**src/rtl/card_draw_multi.sv**
```systemverilog
// card_draw_multi: draws draw_cnt distinct random cards from an availability bitmap.
// Inputs : clk, rst (async, active-high), interboard_rst (sync, active-high),
//          draw_req pulse with draw_cnt and available_card sampled alongside it.
// Outputs: ready (IDLE), card_valid/card_idx (one pulse per card),
//          done (request complete), empty_err (pool ran out, pulses with done).
// Optional: define DRAW_SEED_LOAD_EN to add seed_load/seed_val for LFSR reload.
module card_draw_multi #(
    parameter int                N_CARDS = 106,
    parameter int                IDX_W   = 7,
    parameter int                CNT_W   = 4,
    parameter int                LFSR_W  = 16,
    parameter logic [LFSR_W-1:0] SEED    = 16'hACE1
) (
    input  logic               clk,
    input  logic               rst,
    input  logic               interboard_rst,
    input  logic               draw_req,
    input  logic [CNT_W-1:0]   draw_cnt,
    input  logic [N_CARDS-1:0] available_card,
`ifdef DRAW_SEED_LOAD_EN
    input  logic               seed_load,
    input  logic [LFSR_W-1:0]  seed_val,
`endif
    output logic               ready,
    output logic               card_valid,
    output logic [IDX_W-1:0]   card_idx,
    output logic               done,
    output logic               empty_err
);

    typedef enum logic [2:0] {
        IDLE,
        COUNT,
        MOD,
        SCAN,
        FIN
    } state_t;

    localparam logic [IDX_W-1:0] LAST  = IDX_W'(N_CARDS - 1);
    localparam logic [IDX_W-1:0] I_ONE = IDX_W'(1);
    localparam logic [IDX_W:0]   T_ONE = (IDX_W + 1)'(1);
    localparam logic [CNT_W-1:0] C_ONE = CNT_W'(1);

    state_t               state_q, state_d;
    logic [N_CARDS-1:0]   pool_q, pool_d;
    logic [CNT_W-1:0]     remaining_q, remaining_d;
    logic [IDX_W-1:0]     avail_cnt_q, avail_cnt_d;
    logic [IDX_W:0]       target_q, target_d;
    logic [IDX_W-1:0]     pos_q, pos_d;
    logic                 load_q, load_d;
    logic                 err_q, err_d;
    logic [LFSR_W-1:0]    lfsr_q, lfsr_d;
    logic                 card_valid_q, card_valid_d;
    logic [IDX_W-1:0]     card_idx_q, card_idx_d;
    logic                 done_q, done_d;
    logic                 empty_err_q, empty_err_d;
    logic                 fb;

    always_comb begin
        state_d      = state_q;
        pool_d       = pool_q;
        remaining_d  = remaining_q;
        avail_cnt_d  = avail_cnt_q;
        target_d     = target_q;
        pos_d        = pos_q;
        load_d       = load_q;
        err_d        = err_q;
        card_valid_d = 1'b0;
        card_idx_d   = card_idx_q;
        done_d       = 1'b0;
        empty_err_d  = 1'b0;

        // Taps give x^16+x^15+x^13+x^4+1 at the default width.
        fb = lfsr_q[LFSR_W-1] ^ lfsr_q[LFSR_W-2]
           ^ lfsr_q[LFSR_W-4] ^ lfsr_q[3];
        lfsr_d = {lfsr_q[LFSR_W-2:0], fb};
`ifdef DRAW_SEED_LOAD_EN
        // A zero seed would lock the LFSR, so fall back to SEED.
        if (seed_load) begin
            lfsr_d = (seed_val == '0) ? SEED : seed_val;
        end
`endif

        unique case (state_q)
            IDLE: begin
                if (draw_req) begin
                    pool_d      = available_card;
                    remaining_d = draw_cnt;
                    avail_cnt_d = '0;
                    target_d    = '0;
                    pos_d       = '0;
                    state_d     = (draw_cnt == '0) ? FIN : COUNT;
                end
            end
            COUNT: begin
                avail_cnt_d = avail_cnt_q
                            + {{(IDX_W-1){1'b0}}, pool_q[pos_q]};
                if (pos_q == LAST) begin
                    pos_d   = '0;
                    load_d  = 1'b1;
                    state_d = MOD;
                end else begin
                    pos_d = pos_q + I_ONE;
                end
            end
            MOD: begin
                // First cycle samples the LFSR; later cycles reduce
                // target modulo avail_cnt one subtraction at a time.
                if (load_q) begin
                    load_d = 1'b0;
                    if (avail_cnt_q == '0) begin
                        err_d   = 1'b1;
                        state_d = FIN;
                    end else begin
                        target_d = lfsr_q[IDX_W:0];
                    end
                end else if (target_q < {1'b0, avail_cnt_q}) begin
                    pos_d   = '0;
                    state_d = SCAN;
                end else begin
                    target_d = target_q - {1'b0, avail_cnt_q};
                end
            end
            SCAN: begin
                // target < avail_cnt guarantees a hit before the end.
                pos_d = (pos_q == LAST) ? '0 : pos_q + I_ONE;
                if (pool_q[pos_q]) begin
                    if (target_q == '0) begin
                        card_valid_d  = 1'b1;
                        card_idx_d    = pos_q;
                        pool_d[pos_q] = 1'b0;
                        avail_cnt_d   = avail_cnt_q - I_ONE;
                        remaining_d   = remaining_q - C_ONE;
                        if (remaining_q == C_ONE) begin
                            state_d = FIN;
                        end else begin
                            load_d  = 1'b1;
                            state_d = MOD;
                        end
                    end else begin
                        target_d = target_q - T_ONE;
                    end
                end
            end
            FIN: begin
                done_d      = 1'b1;
                empty_err_d = err_q;
                err_d       = 1'b0;
                state_d     = IDLE;
            end
            default: begin
                state_d = IDLE;
            end
        endcase

        // Peer-board reset aborts the request with no further pulses.
        if (interboard_rst) begin
            state_d      = IDLE;
            pool_d       = '0;
            remaining_d  = '0;
            avail_cnt_d  = '0;
            target_d     = '0;
            pos_d        = '0;
            load_d       = 1'b0;
            err_d        = 1'b0;
            lfsr_d       = SEED;
            card_valid_d = 1'b0;
            card_idx_d   = '1;
            done_d       = 1'b0;
            empty_err_d  = 1'b0;
        end
    end

    always_ff @(posedge clk or posedge rst) begin
        if (rst) begin
            state_q      <= IDLE;
            pool_q       <= '0;
            remaining_q  <= '0;
            avail_cnt_q  <= '0;
            target_q     <= '0;
            pos_q        <= '0;
            load_q       <= 1'b0;
            err_q        <= 1'b0;
            lfsr_q       <= SEED;
            card_valid_q <= 1'b0;
            card_idx_q   <= '1;
            done_q       <= 1'b0;
            empty_err_q  <= 1'b0;
        end else begin
            state_q      <= state_d;
            pool_q       <= pool_d;
            remaining_q  <= remaining_d;
            avail_cnt_q  <= avail_cnt_d;
            target_q     <= target_d;
            pos_q        <= pos_d;
            load_q       <= load_d;
            err_q        <= err_d;
            lfsr_q       <= lfsr_d;
            card_valid_q <= card_valid_d;
            card_idx_q   <= card_idx_d;
            done_q       <= done_d;
            empty_err_q  <= empty_err_d;
        end
    end

    assign ready      = (state_q == IDLE);
    assign card_valid = card_valid_q;
    assign card_idx   = card_idx_q;
    assign done       = done_q;
    assign empty_err  = empty_err_q;

endmodule

```
**config.mk**
```make
export PLATFORM = sky130hd
export DESIGN_NAME = card_draw_multi
export DESIGN_NICKNAME = d
export VERILOG_FILES = /design/src/rtl/card_draw_multi.sv
export SDC_FILE = /design/constraint.sdc
export NUM_CORES = 1
export LEC_CHECK = 0
export BUFFER_PORTS_ARGS = -buffer_cell sky130_fd_sc_hd__buf_4
export CORE_MARGIN = 10
export CORE_UTILIZATION = 35
export DETAILED_ROUTE_END_ITERATION = 12
export PLACE_DENSITY = 0.65
export SLEW_MARGIN = 5
export SYNTH_ARGS = -nofsm -noshare
export SYNTH_HDL_FRONTEND = slang
export SYNTH_SLANG_ARGS = --single-unit
```
**constraint.sdc**
```tcl
create_clock -name clk -period 6 [get_ports clk]
set_clock_uncertainty 0.2 [all_clocks]
set_input_delay 0 -clock clk [delete_from_list [all_inputs] [get_ports clk]]
set_output_delay 0 -clock clk [all_outputs]
set_load 0.05 [all_outputs]
```
# [Word level (Yosys, flattened, before mapping)]
# Cells that the tools add are included.
[op_classes] add_sub_neg=6 n_mul=0 n_div=0 n_lt_le_gt_ge=3 eq_ne=20 shifts=0 n_mux=66 n_bitwise=5 reduce_logical=23
[op_table] operator="106-bit 2-to-1 mux" count=4
[op_table] operator="106-bit one-hot mux with 2 select lines" count=1
[op_table] operator="106-bit bitwise AND" count=1
[op_table] operator="106-bit NOT" count=1
[op_table] operator="7-bit 2-to-1 mux" count=12
[op_table] operator="8-bit 2-to-1 mux" count=7
[op_table] operator="7-bit one-hot mux with 3 select lines" count=2
[op_table] operator="3-bit 2-to-1 mux" count=10
[op_table] operator="3-bit inequality test, second input constant" count=10
[op_table] operator="8-bit one-hot mux with 3 select lines" count=1
[op_table] operator="1-bit 2-to-1 mux" count=18
[op_table] operator="16-bit 2-to-1 mux" count=1
[op_table] operator="4-bit 2-to-1 mux" count=4
[op_table] operator="4-bit inequality test, second input constant" count=4
[op_table] operator="4-bit nonzero test" count=4
[op_table] operator="3-bit one-hot mux with 4 select lines" count=1
[op_table] operator="4-bit AND reduction" count=3
[op_table] operator="6-bit AND reduction" count=2
[op_table] operator="8-bit logical NOT" count=1
[op_table] operator="7-bit by 8-bit less-than comparator with 1-bit output, second input constant" count=1
[op_table] operator="8-bit by 7-bit less-than comparator with 1-bit output" count=1
[op_table] operator="4-bit one-hot mux with 2 select lines" count=1
[op_table] operator="8-bit by 1-bit subtractor with 8-bit output, second input constant" count=1
[op_table] operator="8-bit by 7-bit subtractor with 8-bit output" count=1
[op_table] operator="other kinds (24)" count=31
[word_totals] ff_bits=163 latch_bits=0 ramBits=0 mem_bits_ro=0 input_bits=114 output_inout_bits=11 word_cells=136 memories=0

# [Longest topological paths before layout]
# Gate-level depths: netlist of the first run.
[depth] depth_word=10 mapped_depth=19 ltp_nobuf=16

# [Worst setup path after synthesis of the first run]
# No wires, ideal clock.
[synth_timing] kind="register -> register" from="register pos_q[2]" to="register avail_cnt_q[6]" setup_ns=0.122 arrival_ns=3.353 required_ns=5.678 setup_slack_ns=2.325 stages_incl_launch_ff=16 n_path_buf=1 synth_period_minus_slack_ns=3.675 path_cell_list="dfrtp_1 -> buf_6 -> mux2_4 -> a221o_1 -> a2111oi_2 -> a2111o_1 -> a32o_2 -> a21o_1 -> ha_1 -> a21o_1 -> a21oi_1 -> o21bai_1 -> a21oi_1 -> xnor2_1 -> o21ai_0 -> a32o_1"
[synth_via] elab_chain_cells=5 elab_cells_between_ends=7 cone_classes="1 x add/sub; 1 x eq/ne; 4 x mux; 1 x reduce/logical"
[synth_rtl] element="start: declaration" line_no="49" text="logic [IDX_W-1:0] pos_q, pos_d;"
[synth_rtl] element="start signal: assignment" line_no="195" text="pos_q <= pos_d;"
[synth_rtl] element="1-bit binary-select mux with 7-bit select (*)" line_no="97, 127"
[synth_rtl] element="1-bit 2-to-1 mux (not written as such) (*)" line_no="97, 127"
[synth_rtl] element="7-bit by 1-bit adder with 7-bit output" line_no="97" text="+ {{(IDX_W-1){1'b0}}, pool_q[pos_q]};"
[synth_rtl] element="7-bit one-hot mux with 3 select lines" line_no="84" text="unique case (state_q)"
[synth_rtl] element="7-bit 2-to-1 mux" line_no="157" text="if (interboard_rst) begin"
[synth_rtl] element="end signal: assignment" line_no="193" text="avail_cnt_q <= avail_cnt_d;"
[synth_rtl] element="end: declaration" line_no="47" text="logic [IDX_W-1:0] avail_cnt_q, avail_cnt_d;"
# Every way passes the cells marked *; elsewhere a longest branch is shown, timed or not. The select of a mux whose other input is x is not followed.
# A chain may end at the register's enable or synchronous reset.

# [Final worst setup path of the first run]
[layout_timing] from="register pos_q[1]" to="register avail_cnt_q[6]"
# Same word-level chain as after synthesis.

==> flow_summary.json, run 1 <==
{
  "first_iter_violations": 1055,
  "cpLargestDelayFamily": "compound AO/OA/AOI/OAI gates",
  "cp_cell_sequence": "nor2b_1, a221oi_1, a2bb2oi_1, o32ai_1, nor4_4, a21o_1, fa_1, a21o_1, a21oi_1, o21bai_1, a21oi_1, xnor2_1, o21ai_0, a32o_1",
  "critPathMaxFanout": 32,
  "cts_tree": "yes",
  "num_rows": 62,
  "p_leak_nw": 6.05,
  "gr-total-overflow": 0,
  "gp_congestion": 0.913,
  "syn_area_mm2": 0.0101,
  "initial_core_util_pct": 35.3,
  "cts.reportedPaths.clkPinSlew_ns": 0.08,
  "pre_cts_ws_ns": 0.946,
  "antenna_left": 0,
  "fp.coreArea_mm2": 0.0285,
  "synth_fa_ha_area_share_pct": 2.88,
  "layout_setup_ws_ns": 0.895,
  "p_per_area_mw_per_mm2": 319,
  "crit_buf_inv": 0,
  "clock_path_buffers": 2,
  "vias": 10200,
  "yosysTopAreaCellShare_pct": 36.8,
  "yosys_warnings": 0,
  "die_area_mm2": 0.0360,
  "postCtsSetupRepairBufs": 0,
  "die_h_um": 190,
  "hpwlAfterDp_um": 24400,
  "ff2ff_setup_slack_ns": 0.89,
  "h-tree-depth": 4,
  "timing.rr.start": "pos_q[1]$_DFFE_PP0P_",
  "synthFlopType": "dfrtp_1",
  "synth_area_leader_cell": "dfrtp_1",
  "async_flop_share_pct": 100,
  "die_x_um": 190,
  "drive_gt1_share_pct": 16.5,
  "numClockSinks": 163,
  "arrival_ns": 5.24,
  "required_ns": 6.13,
  "post_cts_resized": 0,
  "crit_end": "avail_cnt_q[6]$_DFFE_PP0P_",
  "wirelength_um": 36700,
  "routedWlPerCell_um": 20.0,
  "hold_violations": 0,
  "rr_endpoint": "avail_cnt_q[6]$_DFFE_PP0P_",
  "nNetsFinal": 1572,
  "worstMarginPinSlew_ns": 1.24,
  "cts-root-buf": "clkbuf_16",
  "rsz0062_at_grt": "false",
  "clk_latency_ns": 0.45,
  "hold_buffers": 149,
  "reg2reg_depth": 14,
  "synth_cell_type_count": 84,
  "ys_top_cells_by_count": "nand2_1, a21oi_1, dfrtp_1, nor2_1, o211ai_1",
  "final-setup-viol-count": 0,
  "path_class": "flop to flop",
  "fin_tns_setup_ns": 0,
  "ys_seq_area_share_pct": 40.7,
  "n_antenna_cell": 0,
  "synth_compound_area_share_pct": 26.6,
  "synth_mux_area_share_pct": 2.26,
  "min_period_ns": 5.11,
  "slew_headroom_pct": 16.9,
  "synth.most_common_cell": "nand2_1",
  "synth_top_family_by_area": "compound AO/OA/AOI/OAI gates",
  "peakVddDrop_v": 0.000231,
  "io_pins": 125,
  "synth_area_leaders": "dfrtp_1, nand2_1, a21oi_1",
  "end_kind": "flop",
  "port_buffers": 124,
  "instances_no_fill": 1833,
  "slowest_delay_ns": 1.03,
  "fin_crit_sh_pct": 85.1,
  "grt_pass1_vias": 9823,
  "grt_max_degree": 78,
  "fillerInstances": 2778,
  "crit_start": "pos_q[1]$_DFFE_PP0P_",
  "syn_inst": 1222,
  "synth_nets": 1358,
  "cts_made_buffers": 17,
  "critPathLaunchType": "flop",
  "dr.pass1.iters": 5,
  "synth_xor_area_share_pct": 1.22,
  "critical-path-slowest-cell": "dfrtp_1",
  "syn-mean-instance-area_um2": 8.24,
  "synth_seq_cells": 163,
  "syn2layout_area_growth_pct": 31.3,
  "cp.depth": 14,
  "drv_slew": 0,
  "drc": 0,
  "drv_cap": 0,
  "status": "finished clean",
  "grt_pass1_wl_um": 56700,
  "hold_path_class": "input port to flop",
  "grt_antenna_before_repair": 0,
  "track_usage_pct": 19.8,
  "placed_cells": 1652,
  "synthSimpleGateAreaFrac_pct": 19.7,
  "synth-edff-count": 0,
  "post_drt_via_cell_ratio": 5.57,
  "max_freq_mhz": 196
}
## cells by family after synthesis
logic type      count (synthesis)
mux                            19
simple gates                  446
flops                         163
fa+ha+maj                      22
compound gates                424
xor+xnor                       14
buf+inv                       134
## report_power, final
group | switching (W) | internal (W)
clock network | 0.000540 | 0.000600
logic | 0.000943 | 0.000649
registers | 0.000212 | 0.00128
## state kept, by name, indices dropped and copies added, names as in the netlist, 3 cells and up
| register | count |
|---|---|
| avail_cnt_q | 7 |
| card_idx | 7 |
| lfsr_q | 16 |
| pool_q | 106 |
| pos_q | 7 |
| remaining_q | 4 |
| state_q | 3 |
| target_q | 8 |
## per-stage QoR
stage	area (um2)	util, %	hold WS (ns)	total power, W
after global placement	11100	39.0	-0.112	0.00293
after floorplan	10100	-	-0.0946	0.00255
after CTS	13200	46.3	0.0725	0.00421
after global routing	13200	46.3	0.0861	0.00447
final	13200	46.3	0.0859	0.00422
after detailed placement	11100	39.0	-0.100	0.00295
## worst min path at each step
stage	start	to	slack [ns]	cells past startpoint
2_1_floorplan	available_card[0]	pool_q[0]$_DFFE_PP0P_	-0.09	2
3_3_place_gp	rst	lfsr_q[14]$_DFF_PP0_	-0.11	2
3_5_place_dp	rst	lfsr_q[14]$_DFF_PP0_	-0.10	2
4_1_cts	available_card[46]	pool_q[46]$_DFFE_PP0P_	0.07	4
5_1_grt	available_card[27]	pool_q[27]$_DFFE_PP0P_	0.09	4
6_report	available_card[68]	pool_q[68]$_DFFE_PP0P_	0.09	4
## area by class of cell
cell class                      instances  area, um2  share of cell area (%)
Clock buffer                           17        425                    3.22
Clock inverter                         15        184                    1.39
Inverter                               38        149                    1.13
Multi-Input combinational cell        925       5330                    40.3
Sequential cell                       163       4100                    31.0
Tap cell                              384        480                    3.63
Timing Repair Buffer                  291       2560                    19.3
## cell usage in the layout, fill, tap and decap left out, types with 4 or more instances in the layout
cell type and count:
a211oi_1 7, a21o_1 4, a21oi_1 169, a221o_1 5, a221oi_1 13, a22oi_1 15, a31oi_1 7, and3_1 11
buf_4 142, clkbuf_16 17, dfrtp_1 147, dfstp_2 15, dlygate4sd3_1 149, ha_1 20, inv_1 35, inv_6 4
inv_8 5, mux2_2 5, mux2i_1 10, nand2_1 228, nand2b_1 4, nand3_1 12, nand4_1 6, nor2_1 98
nor2b_1 20, nor3_1 22, nor4_1 4, o211ai_1 74, o21a_1 5, o21ai_0 73, o21ai_2 4, o22ai_1 5
o31ai_1 9, or2_2 12, xnor2_1 8, xor2_1 6
## per-layer routing
layer	part of all wire (%)	wire (um)	GRT usage, %	vias up
li1	-	-	-	4757
met1	45	16600	28.1	4930
met2	45	16500	29.7	466
met3	7.9	2880	3.99	50
met4	1.9	684	5.74	0
met5	0	0	0	-
## worst reg2reg max path, delay by kind of cell (launching register included)
family	cells	cell delay (ns)
AOI/OAI and AO/OA	10	2.09
xor gates and xnor gates	1	0.15
adders and majority gates	1	0.47
DFF	1	1.03
and+or+nand+nor	2	1.07
No activity file was read; power rests on OpenSTA's default activity.
==> run 2: changes to the inputs <==
ABC_AREA = 1   (was default)
PLACE_DENSITY = 0.64   (was 0.65)
==> run 2 against run 1 <==
Against the previous run:
- non-clock buffer count is 40 lower
- sequential power grew 17%
- combinational power increased by 70%
- first-iteration DRC count grew 14%
- worst setup slack better by 0.99 ns
- die area up 6.2%
- critical path type unchanged
- largest cell class unchanged
- largest power group unchanged
==> flow_summary.json, run 2 <==
{
  "slowest_delay_ns": 0.44,
  "critPathMaxFanout": 38,
  "ys_seq_area_share_pct": 38.0,
  "min_period_ns": 4.12,
  "ff2ff_setup_slack_ns": 1.88,
  "syn-mean-instance-area_um2": 6.61,
  "grt_max_degree": 108,
  "numClockSinks": 163,
  "clk_latency_ns": 0.44,
  "min_to": "state_q[2]$_DFFE_PP0P_",
  "clock_path_buffers": 2,
  "regArea_mm2": 0.00410,
  "cts_made_buffers": 17,
  "post_drt_via_cell_ratio": 5.06,
  "rsz0062_at_grt": "false",
  "n_antenna_cell": 0,
  "num_rows": 64,
  "largest_reg_flops": 106,
  "io_pins": 125,
  "hold_path_class": "input port to flop",
  "syn2layout_area_growth_pct": 26.1,
  "slew_headroom_pct": 28.4,
  "hpwlAfterDp_um": 23100,
  "async_flop_share_pct": 100,
  "reg_top3": "pool_q x106, lfsr_q x16, target_q x8",
  "fillerInstances": 3103,
  "vias": 11200,
  "synth_area_leader_cell": "dfrtp_1",
  "routedWlPerCell_um": 15.7,
  "worstMarginPinSlew_ns": 1.07,
  "post_cts_resized": 0,
  "hold_violations": 0,
  "die_area_mm2": 0.0382,
  "wirelength_um": 34700,
  "synth_nets": 1765,
  "drive_gt1_share_pct": 11.7,
  "grt_pass1_vias": 10800,
  "synth_cell_type_count": 42,
  "rr_endpoint": "avail_cnt_q[5]$_DFFE_PP0P_",
  "worstHoldStart": "draw_req",
  "cpMostUsedCell": "nand2_1",
  "dr.pass1.iters": 6,
  "cp_cell_sequence": "inv_2, buf_4, nand2_1, nand3_1, nand2_1, o21ai_1, nand2_1, nor2_1, nor2_1, nor2_2, nand2_1, nand2_1, ha_1, nand2_1, nor2_1, a211oi_1, nor2_1, o21ai_0, nand2_1, xnor2_1, nor2_1, nand2_1, o21ai_0",
  "p_per_area_mw_per_mm2": 410,
  "final_cell_mix": "nand2_1, nor2_1, inv_1",
  "die_x_um": 195,
  "cts-root-buf": "clkbuf_16",
  "port_buffers": 124,
  "synth_area_leaders": "dfrtp_1, nand2_1, nor2_1",
  "p_leak_nw": 6.54,
  "syn_inst": 1629,
  "reg2reg_depth": 23,
  "drc": 0,
  "multi_input_area_mm2": 0.00558,
  "drv_cap": 0,
  "yosysTopAreaCellShare_pct": 34.4,
  "grt_antenna_before_repair": 0,
  "arrival_ns": 4.26,
  "drv_slew": 0,
  "fp.coreArea_mm2": 0.0305,
  "fin_crit_sh_pct": 68.6,
  "path_class": "flop to flop",
  "first_iter_violations": 1199,
  "critical-path-slowest-cell": "buf_4",
  "synth-edff-count": 0,
  "antenna_left": 0,
  "cts_tree": "yes",
  "end_kind": "flop",
  "final_common_cell": "nand2_1",
  "synthFlopType": "dfrtp_1",
  "final-setup-viol-count": 0,
  "grt_pass1_wl_um": 56100,
  "initial_core_util_pct": 35.3,
  "fin_area_mm2": 0.0136,
  "min_path_cells": 5,
  "status": "finished clean",
  "ys_top_cells_by_count": "nand2_1, nor2_1, inv_1, dfrtp_1, o21ai_0",
  "yosys_warnings": 0,
  "synth.most_common_cell": "nand2_1",
  "syn_area_mm2": 0.0108,
  "track_usage_pct": 17.7,
  "gr-total-overflow": 0,
  "timing.rr.start": "pos_q[0]$_DFFE_PP0P_",
  "fin_tns_setup_ns": 0,
  "die_h_um": 195,
  "required_ns": 6.14,
  "largest-register": "pool_q",
  "critPathLaunchType": "flop",
  "gp_congestion": 0.878,
  "max_freq_mhz": 243,
  "nNetsFinal": 1940,
  "cts.reportedPaths.clkPinSlew_ns": 0.06,
  "post_dp_cell_area_mm2": 0.0119,
  "synth_seq_cells": 163,
  "peakVddDrop_v": 0.000249,
  "h-tree-depth": 4
}
==> run 2: cell count changes after synthesis, sizes merged, moves of 18 or more <==
cell    previous run  this run
nor2             101       244
nand3             12        66
inv               36       171
nor2b             20         0
nand2            229       411
a21oi            172       119
o211ai            74         4
o21ai             80       266
nor3              25         7
==> run 2: cells by family (layout without fill, tap and decap cells) <==
logic type	after synthesis	in the layout	synth area share, %
flops	163	163	38.0
fa+ha+maj	22	22	2.69
xor+xnor	14	14	1.14
buf+inv	267	455	10.3
simple gates	752	752	28.1
compound gates	411	411	19.8
==> run 2: final cells by class <==
| class | instances | area share [%] |
|---|---|---|
| multi-input combinational | 1199 | 41.1 |
| sequential | 163 | 30.2 |
| timing repair buffer | 251 | 16.0 |
| inverter | 172 | 4.79 |
| tap | 396 | 3.65 |
| clock buffer | 23 | 3.59 |
| clock inverter | 9 | 0.709 |
==> run 2: how the worst max path moves through the flow <==
stage                                 endpoint                 start  depth (start not counted)
finish              avail_cnt_q[5]$_DFFE_PP0P_  pos_q[0]$_DFFE_PP0P_                         23
global placement    avail_cnt_q[6]$_DFFE_PP0P_  pos_q[1]$_DFFE_PP0P_                         25
CTS                 avail_cnt_q[5]$_DFFE_PP0P_  pos_q[0]$_DFFE_PP0P_                         23
detailed placement  avail_cnt_q[5]$_DFFE_PP0P_  pos_q[0]$_DFFE_PP0P_                         23
global route        avail_cnt_q[5]$_DFFE_PP0P_  pos_q[0]$_DFFE_PP0P_                         23
floorplan           avail_cnt_q[0]$_DFFE_PP0P_                   rst                          1
==> run 2: critical path: cells and delay by family (launching register included) <==
family / cells / cell delay [ns]
and+or+nand+nor: 15 / 1.60
DFF: 1 / 0.40
adders and majority gates: 1 / 0.31
AOI/OAI and AO/OA: 4 / 0.74
xor gates and xnor gates: 1 / 0.13
buffers and inverters: 2 / 0.65
==> run 2: report_power, final <==
group | internal, W | total [W] | leakage, nW | switching (W)
sequential | 0.00150 | 0.00175 | 2.10 | 0.000257
combinational | 0.000930 | 0.00270 | 4.17 | 0.00177
clock | 0.000622 | 0.00111 | 0.271 | 0.000492
==> run 2: through the flow <==
| stage | cells | power, W | hold slack [ns] | worst slack [ns] | utilization, % |
|---|---|---|---|---|---|
| after floorplan | 1629 | 0.00377 | 0.0342 | 1.42 | - |
| final | 2213 | 0.00557 | 0.0312 | 1.88 | 44.5 |
| after global placement | 2069 | 0.00432 | 0.0877 | 2.00 | 38.9 |
| after CTS | 2213 | 0.00557 | 0.0153 | 1.92 | 44.5 |
| after global routing | 2213 | 0.00606 | 0.0897 | 1.45 | 44.5 |
| after detailed placement | 2069 | 0.00438 | 0.0861 | 1.92 | 38.9 |
==> run 2: timing repair <==
item                                    CTS  global route
endpoints found under the setup margin    0             0
hold buffers                            112             0
hold endpoints to repair                213             0
setup buffers                             0             0
==> run 2: routing by layer <==
layer,part of all wire (%),wire length [um],up-vias,track usage (%)
li1,-,-,5593,-
met1,46,15900,5215,23.5
met2,47,16200,343,28.8
met3,5.2,1820,53,2.67
met4,2.1,716,0,5.40
met5,0,0,-,0
